## config.mk

```make
export PLATFORM = sky130hd
export DESIGN_NAME = spi_tx_byte
export DESIGN_NICKNAME = d
export VERILOG_FILES = /design/src/rtl/spi_tx_byte.sv
export SDC_FILE = /design/constraint.sdc
export NUM_CORES = 1
export LEC_CHECK = 0
export ABC_AREA = 1
export BUFFER_PORTS_ARGS = -buffer_cell sky130_fd_sc_hd__clkbuf_2
export CAP_MARGIN = 20
export CORE_UTILIZATION = 35
export CTS_BUF_LIST = sky130_fd_sc_hd__clkbuf_16
export DETAILED_ROUTE_END_ITERATION = 7
export SLEW_MARGIN = 20
export SYNTH_ARGS = -nofsm -noshare
export SYNTH_HDL_FRONTEND = slang
export SYNTH_SLANG_ARGS = --single-unit
```

## constraint.sdc

```tcl
create_clock -name sys_clk -period 1.4 [get_ports sys_clk]
set_clock_uncertainty 0.2 [all_clocks]
set_input_delay 0.07 -clock sys_clk [delete_from_list [all_inputs] [get_ports sys_clk]]
set_output_delay 0.07 -clock sys_clk [all_outputs]
set_load 0.02 [all_outputs]
```

## src/rtl/spi_tx_byte.sv

```systemverilog
// SPI mode-0 byte transmitter; first bit on MOSI one cycle after acceptance, frame is 16*HALF cycles.
// No backpressure: en_tx is accepted only while idle, and requests seen while busy are dropped.
module spi_tx_byte #(
  parameter int HALF      = 5,
  parameter bit LSB_FIRST = 1'b0
) (
  input  logic       sys_clk,
  input  logic       sys_rst_n,
  input  logic       en_tx,
  input  logic [7:0] tx_data,
  output logic       spi_sclk,
  output logic       spi_mosi,
  output logic       tx_busy,
  output logic       tx_done
);

  localparam int FRAME = 16 * HALF;
  localparam int CW    = $clog2(FRAME);
  localparam int PW    = $clog2(2 * HALF);

  localparam logic [CW-1:0] C_LAST = CW'(FRAME - 1);
  localparam logic [PW-1:0] P_RISE = PW'(HALF - 1);
  localparam logic [PW-1:0] P_FALL = PW'(2 * HALF - 1);

  typedef enum logic {IDLE, SHIFT} state_t;

  state_t        state, state_nx;
  logic [CW-1:0] cnt, cnt_nx;
  logic [PW-1:0] ph, ph_nx;
  logic [7:0]    sreg, sreg_nx;
  logic [7:0]    load;
  logic          sclk_nx, mosi_nx, busy_nx, done_nx;

  // The shift register always sends bit 7 first, so LSB-first bytes are mirrored on load.
  always_comb begin
    load = tx_data;
    if (LSB_FIRST) begin
      for (int i = 0; i < 8; i++) load[i] = tx_data[7-i];
    end
  end

  always_ff @(posedge sys_clk or negedge sys_rst_n) begin
    if (!sys_rst_n) begin
      state    <= IDLE;
      cnt      <= '0;
      ph       <= '0;
      sreg     <= '0;
      spi_sclk <= 1'b0;
      spi_mosi <= 1'b0;
      tx_busy  <= 1'b0;
      tx_done  <= 1'b0;
    end else begin
      state    <= state_nx;
      cnt      <= cnt_nx;
      ph       <= ph_nx;
      sreg     <= sreg_nx;
      spi_sclk <= sclk_nx;
      spi_mosi <= mosi_nx;
      tx_busy  <= busy_nx;
      tx_done  <= done_nx;
    end
  end

  // ph tracks the position within one SCLK period, so edge decisions avoid dividing cnt.
  always_comb begin
    state_nx = state;
    cnt_nx   = cnt;
    ph_nx    = ph;
    sreg_nx  = sreg;
    sclk_nx  = spi_sclk;
    mosi_nx  = spi_mosi;
    busy_nx  = tx_busy;
    done_nx  = 1'b0;
    case (state)
      IDLE: begin
        if (en_tx) begin
          state_nx = SHIFT;
          sreg_nx  = load;
          cnt_nx   = '0;
          ph_nx    = '0;
          busy_nx  = 1'b1;
          mosi_nx  = load[7];
        end
      end
      SHIFT: begin
        cnt_nx = cnt + 1'b1;
        ph_nx  = (ph == P_FALL) ? '0 : ph + 1'b1;
        if (cnt == C_LAST) begin
          state_nx = IDLE;
          cnt_nx   = '0;
          ph_nx    = '0;
          sclk_nx  = 1'b0;
          mosi_nx  = 1'b0;
          busy_nx  = 1'b0;
          done_nx  = 1'b1;
        end else if (ph == P_RISE) begin
          sclk_nx = 1'b1;
        end else if (ph == P_FALL) begin
          sclk_nx = 1'b0;
          sreg_nx = {sreg[6:0], 1'b0};
          mosi_nx = sreg[6];
        end
      end
      default: state_nx = IDLE;
    endcase
  end

endmodule

```

==> results of run 1 <==
[registers in the layout, summed over array words and instances, names as in the netlist]
register	flops
sreg	7
state	1
cnt	7
tx_done	1
spi_sclk	1
tx_busy	1
spi_mosi	1
ph	4
[worst max-delay path, stage by stage (launching register included)]
cell,delay [ns]
dfrtp_1,0.43
ha_4,0.18
nand3b_1,0.14
nand2_4,0.11
buf_4,0.17
nand4_1,0.09
nand2_1,0.06
[synth_stat cells, drive strengths merged]
cell type,instances,share of area (%)
nand3,13,7.7
xor2,4,2.8
nand4,6,3.0
nand2,58,18
a21oi,1,0.40
buf,3,1.7
dfrtp,23,46
ha,4,4.0
nor2,11,6.6
nand3b,1,0.61
inv,13,3.9
o21ai,7,2.8
a22o,1,0.71
o22ai,2,1.0
[layer usage]
| layer | track usage [%] | wire length, µm | share of wire [%] | up-vias |
|---|---|---|---|---|
| met3 | 4.62 | 112 | 3.5 | 10 |
| met5 | 0 | 0 | 0 | - |
| met4 | 9.21 | 80 | 2.5 | 0 |
| li1 | - | - | - | 582 |
| met2 | 29.5 | 1640 | 51 | 28 |
| met1 | 22.6 | 1390 | 43 | 544 |
[report_power, final]
| group | internal [mW] | switching, mW |
|---|---|---|
| registers | 0.726 | 0.0401 |
| clock network | 0.385 | 0.248 |
| logic | 0.212 | 0.196 |
[kinds of logic after synthesis]
group	Yosys count	synth area share [%]
compound gates	11	4.94
xor+xnor	4	2.82
fa+ha+maj	4	4.03
buf+inv	16	5.64
flops	23	46.4
simple gates	89	36.2
[stage by stage]
step                setup slack (ns)  hold WS, ns  util [%]
floorplan                    -0.0201       -0.426         -
global placement             -0.0775      -0.0988      44.8
detailed placement           -0.0839      -0.0872      44.8
CTS                          -0.0679        0.169      52.6
global route                  -0.159        0.217      55.7
finish                       -0.0778        0.148      55.7
[area by class of cell]
type | count | share of cell area, %
Multi-Input combinational cell | 109 | 39.0
Sequential cell | 23 | 30.8
Timing Repair Buffer | 48 | 20.0
Clock buffer | 3 | 4.01
Tap cell | 46 | 3.07
Inverter | 13 | 2.87
Clock inverter | 1 | 0.267
[repair_timing]
item / CTS / global route
setup buffers: 3 / 2
endpoints found under the hold margin: 31 / 0
hold buffers: 10 / 0
endpoints found under the setup margin: 19 / 22
gates cloned: 0 / 1
gates resized for setup: 18 / 19
pin swaps: 6 / 5
[how the worst max path moves through the flow]
stage | slack [ns] | endpoint
after floorplan | -0.02 | spi_mosi
after global placement | -0.08 | spi_mosi
after detailed placement | -0.08 | sreg[5]
after CTS | -0.07 | sreg[5]
after global routing | -0.16 | sreg[5]
final | -0.08 | sreg[3]
==> flow_metrics.tcl, run 1 <==
set metrics [dict create \
    grt_pass1_vias 1125 \
    die_w_um 61.6 \
    vias 1164 \
    io_pins 15 \
    place.gp.congestion 0.794 \
    dp_cells 223 \
    clkSinkCount 23 \
    maxCapViolCount 0 \
    worstPathMaxFanout 5 \
    ys_seq_area_share_pct 46.4 \
    syn_area_um2 1240 \
    detail_route.wl_per_cell_um 13.3 \
    grt_pass1_wl_um 4920 \
    finalPower_mw 1.81 \
    nNetsFinal 213 \
    start_util_pct 36.9 \
    r2r_slack_ns -0.08 \
    grtUsageTotal_pct 18.3 \
    leakagePower_nw 0.944 \
    startpoint_type "flop" \
    path_class "flop to flop" \
    fillerInstances 329 \
    ant_nets 0 \
    grt_antenna_before_repair 0 \
    rsz0062_at_grt "true" \
    multi_input_area_um2 729 \
    tritoncts "done" \
    endpoint_kind "flop" \
    drt_iter0_markers 32 \
    worstMarginPinSlew_ns 0.594 \
    gr-total-overflow 0 \
    firstDrtPassIters 4 \
    cts.path.max_buffers 2 \
    setup_ws_ns -0.0778 \
    yosysUniqueCellTypes 22 \
    seqCellArea_um2 577 \
    portBuffers 14 \
    stdcell_area_um2 1870 \
    worstReg2RegEnd "sreg[3]" \
    hold_class "input pin to asynchronous set/reset pin" \
    reg2reg_depth 6 \
    area_delta_synth_final_pct 50.8 \
    synth.avg_cell_area_um2 8.44 \
    die_h_um 61.6 \
    clkTransAtPathRegs_ns 0.06 \
    netlist_instances 147 \
    final_common_cell "nand2_1" \
    period_share_pct 106 \
    coreArea_um2 3360 \
    drt_drc_violations_left 0 \
    arrival_ns 1.43 \
    finalHoldViolCount 0 \
    irDropWorstVdd_v 0.000697 \
    setup_tns_ns -0.702 \
    num_rows 21 \
    power_density_nw_per_um2 965 \
    cts_root_buf "clkbuf_16" \
    dp_hpwl_um 2050 \
    routed_wl_um 3230 \
    startpoint "ph[0]" \
    synth_nets 162 \
    synth_seq_cells 23 \
    layout-drive-gt1-share_pct 39.6 \
    cts_htree_levels 1 \
    antennaDiodeCount 0 \
    yosysWarningCount 0 \
    grt_max_degree 24 \
    r2r-start "ph[0]" \
    max-slew-margin-rel_pct 60.4 \
    max_freq_mhz 677 \
    critPathRequiredTime_ns 1.35 \
    die-area_um2 3790 \
    violations "negative setup slack" \
    layout_min_cycle_time_ns 1.48 \
    final_cells 243 \
    via_per_inst 4.79 \
    setup_violations 15 \
    clock_latency_ns 0.26 \
    status "complete, but fails checks" \
    final_max_slew_viol_count 0 \
    place_area_um2 1510 \
    final_cell_mix "nand2_1, dfrtp_1, buf_4, clkbuf_2, dlygate4sd3_1" \
    cts_made_buffers 3 \
]
Power figures use the tool's default switching activity.
==> run 2, diff against run 1 <==
--- a/config.mk
+++ b/config.mk
@@ -6,11 +6,11 @@
 export NUM_CORES = 1
 export LEC_CHECK = 0
 export ABC_AREA = 1
-export BUFFER_PORTS_ARGS = -buffer_cell sky130_fd_sc_hd__clkbuf_2
 export CAP_MARGIN = 20
 export CORE_UTILIZATION = 35
 export CTS_BUF_LIST = sky130_fd_sc_hd__clkbuf_16
 export DETAILED_ROUTE_END_ITERATION = 7
+export DONT_BUFFER_PORTS = 1
 export SLEW_MARGIN = 20
 export SYNTH_ARGS = -nofsm -noshare
 export SYNTH_HDL_FRONTEND = slang
==> constraint.sdc (replaced) <==
create_clock -name sys_clk -period 1.23 [get_ports sys_clk]
set_clock_uncertainty 0.2 [all_clocks]
set_input_delay 0.0615 -clock sys_clk [delete_from_list [all_inputs] [get_ports sys_clk]]
set_output_delay 0.0615 -clock sys_clk [all_outputs]
set_load 0.02 [all_outputs]
==> run 2 against run 1 <==
Net effect: the flow still finishes with violations (negative setup slack); combinational power down 15%; setup slack lost 0.17 ns; sequential share of layout area is 0.82 points lower; critical path depth increased by 1; via count shrank 4.0%; non-clock buffer count down 5; maximum frequency fell by 0.31%; worst hold slack lost 0.11 ns; global-route usage decreased by 1.2 points; count of clock-buffer cells in the layout unchanged; clock power is 14% higher.
==> flow_metrics.tcl, run 2 (same netlist as run 1, synthesis figures left out) <==
set metrics [dict create \
    dp_hpwl_um 1920 \
    hold_class "input pin to asynchronous set/reset pin" \
    grt_pass1_wl_um 4640 \
    cp_num_buf_inv 0 \
    final_cells 237 \
    coreArea_um2 3360 \
    startpoint_type "flop" \
    fillerInstances 306 \
    io_pins 15 \
    num_rows 21 \
    die_w_um 61.6 \
    start_util_pct 36.9 \
    detail_route.wl_per_cell_um 12.5 \
    crit_path_cell_trace "ha_4 > nand3_4 > nor2_8 > nand2_8 > nand3_4 > nand2_1 > nand2_1" \
    power_density_nw_per_um2 1020 \
    dp_cells 214 \
    clock_latency_ns 0.26 \
    place.gp.congestion 0.847 \
    arrival_ns 1.48 \
    period_share_pct 121 \
    nNetsFinal 207 \
    finalHoldViolCount 0 \
    rsz0062_at_grt "true" \
    crit_path_max_incr_delay_ns 0.41 \
    setup_violations 21 \
    place_area_um2 1490 \
    layout-drive-gt1-share_pct 40.3 \
    final_cell_mix "nand2_1, dfrtp_1, buf_4, buf_6, dlygate4sd3_1" \
    cts_root_buf "clkbuf_16" \
    reg_top3 "cnt: 7 flops, sreg: 7 flops, ph: 4 flops" \
    layout_min_cycle_time_ns 1.48 \
    die-area_um2 3790 \
    path_class "flop to flop" \
    fin_util_pct 57.3 \
    grt_antenna_before_repair 0 \
    stdcell_area_um2 1930 \
    clkSinkCount 23 \
    critPathTopFamily "simple AND/OR/NAND/NOR gates" \
    gr-total-overflow 0 \
    cts.path.max_buffers 2 \
    violations "negative setup slack" \
    slowest_stage "dfrtp_1" \
    grt_max_degree 24 \
    drt_iter0_markers 41 \
    worstPathMaxFanout 10 \
    tritoncts "done" \
    routed_wl_um 2950 \
    grt_pass1_vias 1003 \
    portBuffers 0 \
    firstDrtPassIters 4 \
    die_h_um 61.6 \
    critPathRequiredTime_ns 1.23 \
    endpoint_kind "flop" \
    via_per_inst 4.72 \
    area_delta_synth_final_pct 55.2 \
    antennaDiodeCount 0 \
    status "complete, but fails checks" \
    preCtsSetupSlack_ns -0.267 \
    final_max_slew_viol_count 0 \
    cts_htree_levels 1 \
    ant_nets 0 \
    irDropWorstVdd_v 0.00103 \
    clkTransAtPathRegs_ns 0.06 \
    worstMarginPinSlew_ns 0.291 \
    final_common_cell "nand2_1" \
    leakagePower_nw 0.958 \
    grtUsageTotal_pct 17.1 \
    timing.hold.ws_ns 0.0342 \
    max-slew-margin-rel_pct 80.6 \
    vias 1118 \
    maxCapViolCount 0 \
    cts_made_buffers 3 \
    setup_ws_ns -0.252 \
    max_freq_mhz 675 \
    drt_drc_violations_left 0 \
]
## run 2: final cells by class
class | count | area [µm²] | area share [%]
clock inverter | 1 | 5.00 | 0.260
inverter | 13 | 63.8 | 3.31
clock buffer | 3 | 75.1 | 3.90
sequential | 23 | 578 | 30.0
multi-input combinational | 108 | 738 | 38.3
tap | 46 | 57.6 | 2.99
timing repair buffer | 43 | 409 | 21.2
## run 2: worst register-to-register path: stages, from the launching register on
cell and delay [ns]:
dfrtp_1 0.41, ha_4 0.18, nand3_4 0.12, nor2_8 0.18
nand2_8 0.11, nand3_4 0.12, nand2_1 0.07, nand2_1 0.05
## run 2: timing repair
action,4_1_cts,5_1_grt
endpoints found under the setup margin,23,23
hold endpoints to repair,43,0
hold buffers,11,0
buffers inserted,11,1
pin swaps,12,11
gates resized for setup,27,20
## run 2: path summary, 6_finish.rpt
kind                            from  endpoint  cells after the start  slack (ns)
setup / recovery              cnt[1]   sreg[5]                      7       -0.25
hold / removal             sys_rst_n    cnt[4]                      2        0.03
setup reg to reg              cnt[1]   sreg[5]                      7       -0.25
hold reg to reg              sreg[5]   sreg[5]                      2        0.28
max in group asynchronous  sys_rst_n     state                      2        0.63
min in group sys_clk           en_tx   sreg[0]                      3        0.12
## run 2: through the flow
stage          power [mW]  setup TNS (ns)
6_report             1.97           -4.27
5_1_grt              2.06           -5.75
4_1_cts              1.96           -4.11
3_5_place_dp         1.18           -4.62
3_3_place_gp         1.19           -3.95
2_1_floorplan        1.05           -2.57
## run 2: metal layers
layer	wire length, µm	vias to the layer above	track usage, %
li1	-	564	-
met1	1330	533	22.6
met2	1490	17	27.5
met3	108	4	5.04
met4	21	0	4.13
met5	0	-	0
## run 2: power by group
part	internal, mW	switching (mW)	total, mW
sequential	0.826	0.0724	0.899
clock	0.438	0.283	0.721
combinational	0.190	0.157	0.347
total	1.45	0.513	1.97
==> run 3, diff against run 2 <==
--- a/config.mk
+++ b/config.mk
@@ -7,7 +7,7 @@
 export LEC_CHECK = 0
 export ABC_AREA = 1
 export CAP_MARGIN = 20
-export CORE_UTILIZATION = 35
+export CORE_UTILIZATION = 38
 export CTS_BUF_LIST = sky130_fd_sc_hd__clkbuf_16
 export DETAILED_ROUTE_END_ITERATION = 7
 export DONT_BUFFER_PORTS = 1
==> constraint.sdc (replaced) <==
create_clock -name sys_clk -period 1.5 [get_ports sys_clk]
set_clock_uncertainty 0.2 [all_clocks]
set_input_delay 0.075 -clock sys_clk [delete_from_list [all_inputs] [get_ports sys_clk]]
set_output_delay 0.075 -clock sys_clk [all_outputs]
set_load 0.02 [all_outputs]
==> run 3 against run 2 <==
Net effect: the run now ends clean; maximum frequency grew 2.3%; critical path type unchanged; die area shrank 7.6%; critical endpoint is now spi_mosi; critical path depth is the same; cell count shrank 8.4%.
==> flow_metrics.tcl, run 3 (same netlist as run 1, synthesis figures left out) <==
set metrics [dict create \
    routed_wl_um 2620 \
    arrival_ns 1.40 \
    reg_top3 "cnt: 7 flops, sreg: 7 flops, ph: 4 flops" \
    coreArea_um2 3080 \
    grt_max_degree 24 \
    max_freq_mhz 690 \
    die-area_um2 3500 \
    place_area_um2 1340 \
    grt_antenna_before_repair 0 \
    worstMarginPinSlew_ns 0.531 \
    critPathRequiredTime_ns 1.45 \
    antennaDiodeCount 0 \
    place.gp.congestion 0.795 \
    layout-drive-gt1-share_pct 23.7 \
    leakagePower_nw 0.825 \
    ant_nets 0 \
    grt_pass1_vias 986 \
    cts.path.max_buffers 2 \
    vias 1037 \
    timing.hold.ws_ns 0.139 \
    final_cell_mix "nand2_1, dfrtp_1, buf_4, dlygate4sd3_1, nand3_1" \
    clkSinkCount 23 \
    cp_num_buf_inv 0 \
    final_cells 217 \
    start_util_pct 40.3 \
    endpoint_kind "flop" \
    hold_class "input pin to asynchronous set/reset pin" \
    portBuffers 0 \
    detail_route.wl_per_cell_um 12.1 \
    die_h_um 59.2 \
    fin_util_pct 52.6 \
    io_pins 15 \
    dp_cells 197 \
    rsz0062_at_grt "true" \
    r2r-start "ph[0]" \
    firstDrtPassIters 4 \
    num_rows 20 \
    stdcell_area_um2 1620 \
    slowest_stage "dfrtp_1" \
    r2r_slack_ns 0.05 \
    worstPathMaxFanout 4 \
    cts_made_buffers 3 \
    via_per_inst 4.78 \
    power_density_nw_per_um2 958 \
    clkTransAtPathRegs_ns 0.06 \
    die_w_um 59.2 \
    critPathTopFamily "simple AND/OR/NAND/NOR gates" \
    final_common_cell "nand2_1" \
    setup_tns_ns 0 \
    period_share_pct 96.6 \
    layout_min_cycle_time_ns 1.45 \
    crit_path_cell_trace "ha_1 > nand3b_1 > nand2_4 > nor2_2 > nor2_2 > nand2_1 > nand2_1" \
    max-slew-margin-rel_pct 64.6 \
    startpoint "ph[0]" \
    gr-total-overflow 0 \
    area_delta_synth_final_pct 30.4 \
    crit_path_max_incr_delay_ns 0.39 \
    cts_root_buf "clkbuf_16" \
    final_max_slew_viol_count 0 \
    dp_hpwl_um 1780 \
    cts_htree_levels 1 \
    path_class "flop to flop" \
    fillerInstances 277 \
    clock_latency_ns 0.25 \
    grt_pass1_wl_um 4360 \
    maxCapViolCount 0 \
    drt_drc_violations_left 0 \
    tritoncts "done" \
    irDropWorstVdd_v 0.000612 \
    status "finished, final reports clean" \
    startpoint_type "flop" \
    setup_violations 0 \
    finalHoldViolCount 0 \
    nNetsFinal 189 \
    drt_iter0_markers 43 \
    grtUsageTotal_pct 16.9 \
]
==> run 3: path summary, 6_finish.rpt <==
check | end | depth (start not counted)
max in group asynchronous | state | 2
worst max-delay path | spi_mosi | 7
worst min register to register | sreg[1] | 2
worst max register to register | spi_mosi | 7
min in group sys_clk | sreg[1] | 2
worst min-delay path | tx_busy | 2
==> run 3: area by class of cell <==
cell class | count | area, µm² | area share, %
multi-input combinational | 108 | 639 | 39.5
sequential | 23 | 578 | 35.7
timing repair buffer | 25 | 214 | 13.2
clock buffer | 3 | 75.1 | 4.64
tap | 44 | 55.1 | 3.40
inverter | 13 | 53.8 | 3.32
clock inverter | 1 | 3.75 | 0.232
==> run 3: worst reg2reg max path, delay by kind of cell, from the launching register on <==
kind	cells	cell delay, ns
and+or+nand+nor	6	0.56
DFF	1	0.39
adders and majority gates	1	0.20
==> run 3: routing by layer <==
layer | up-vias | GRT usage [%] | share of wire [%] | wire length, µm
li1 | 526 | - | - | -
met1 | 482 | 22.0 | 47 | 1230
met2 | 25 | 27.8 | 49 | 1280
met3 | 4 | 2.18 | 3.4 | 88
met4 | 0 | 7.82 | 1.0 | 27
met5 | - | 0 | 0 | 0
==> run 3: report_power, final <==
group / total, mW / internal, mW / leakage [nW] / switching (mW)
clock network: 0.565 / 0.355 / 0.0423 / 0.209
logic: 0.250 / 0.133 / 0.501 / 0.117
registers: 0.735 / 0.678 / 0.282 / 0.0576
total: 1.55 / 1.17 / 0.825 / 0.384
==> run 3: what timing repair did <==
| item | 4_1_cts | 5_1_grt |
|---|---|---|
| gates resized for setup | 5 | 14 |
| setup endpoints to repair | 14 | 17 |
| gates cloned | 0 | 0 |
| pin swaps | 0 | 4 |
| hold endpoints to repair | 40 | 23 |
| hold buffers | 10 | 1 |
| setup buffers | 1 | 4 |
==> run 3: metrics by stage <==
| step | worst slack [ns] | power, mW |
|---|---|---|
| after floorplan | 0.0551 | 0.846 |
| after global placement | -0.00494 | 0.941 |
| after detailed placement | -0.0422 | 0.939 |
| after CTS | 0.00249 | 1.54 |
| after global routing | -0.0679 | 1.63 |
| final | 0.0510 | 1.55 |
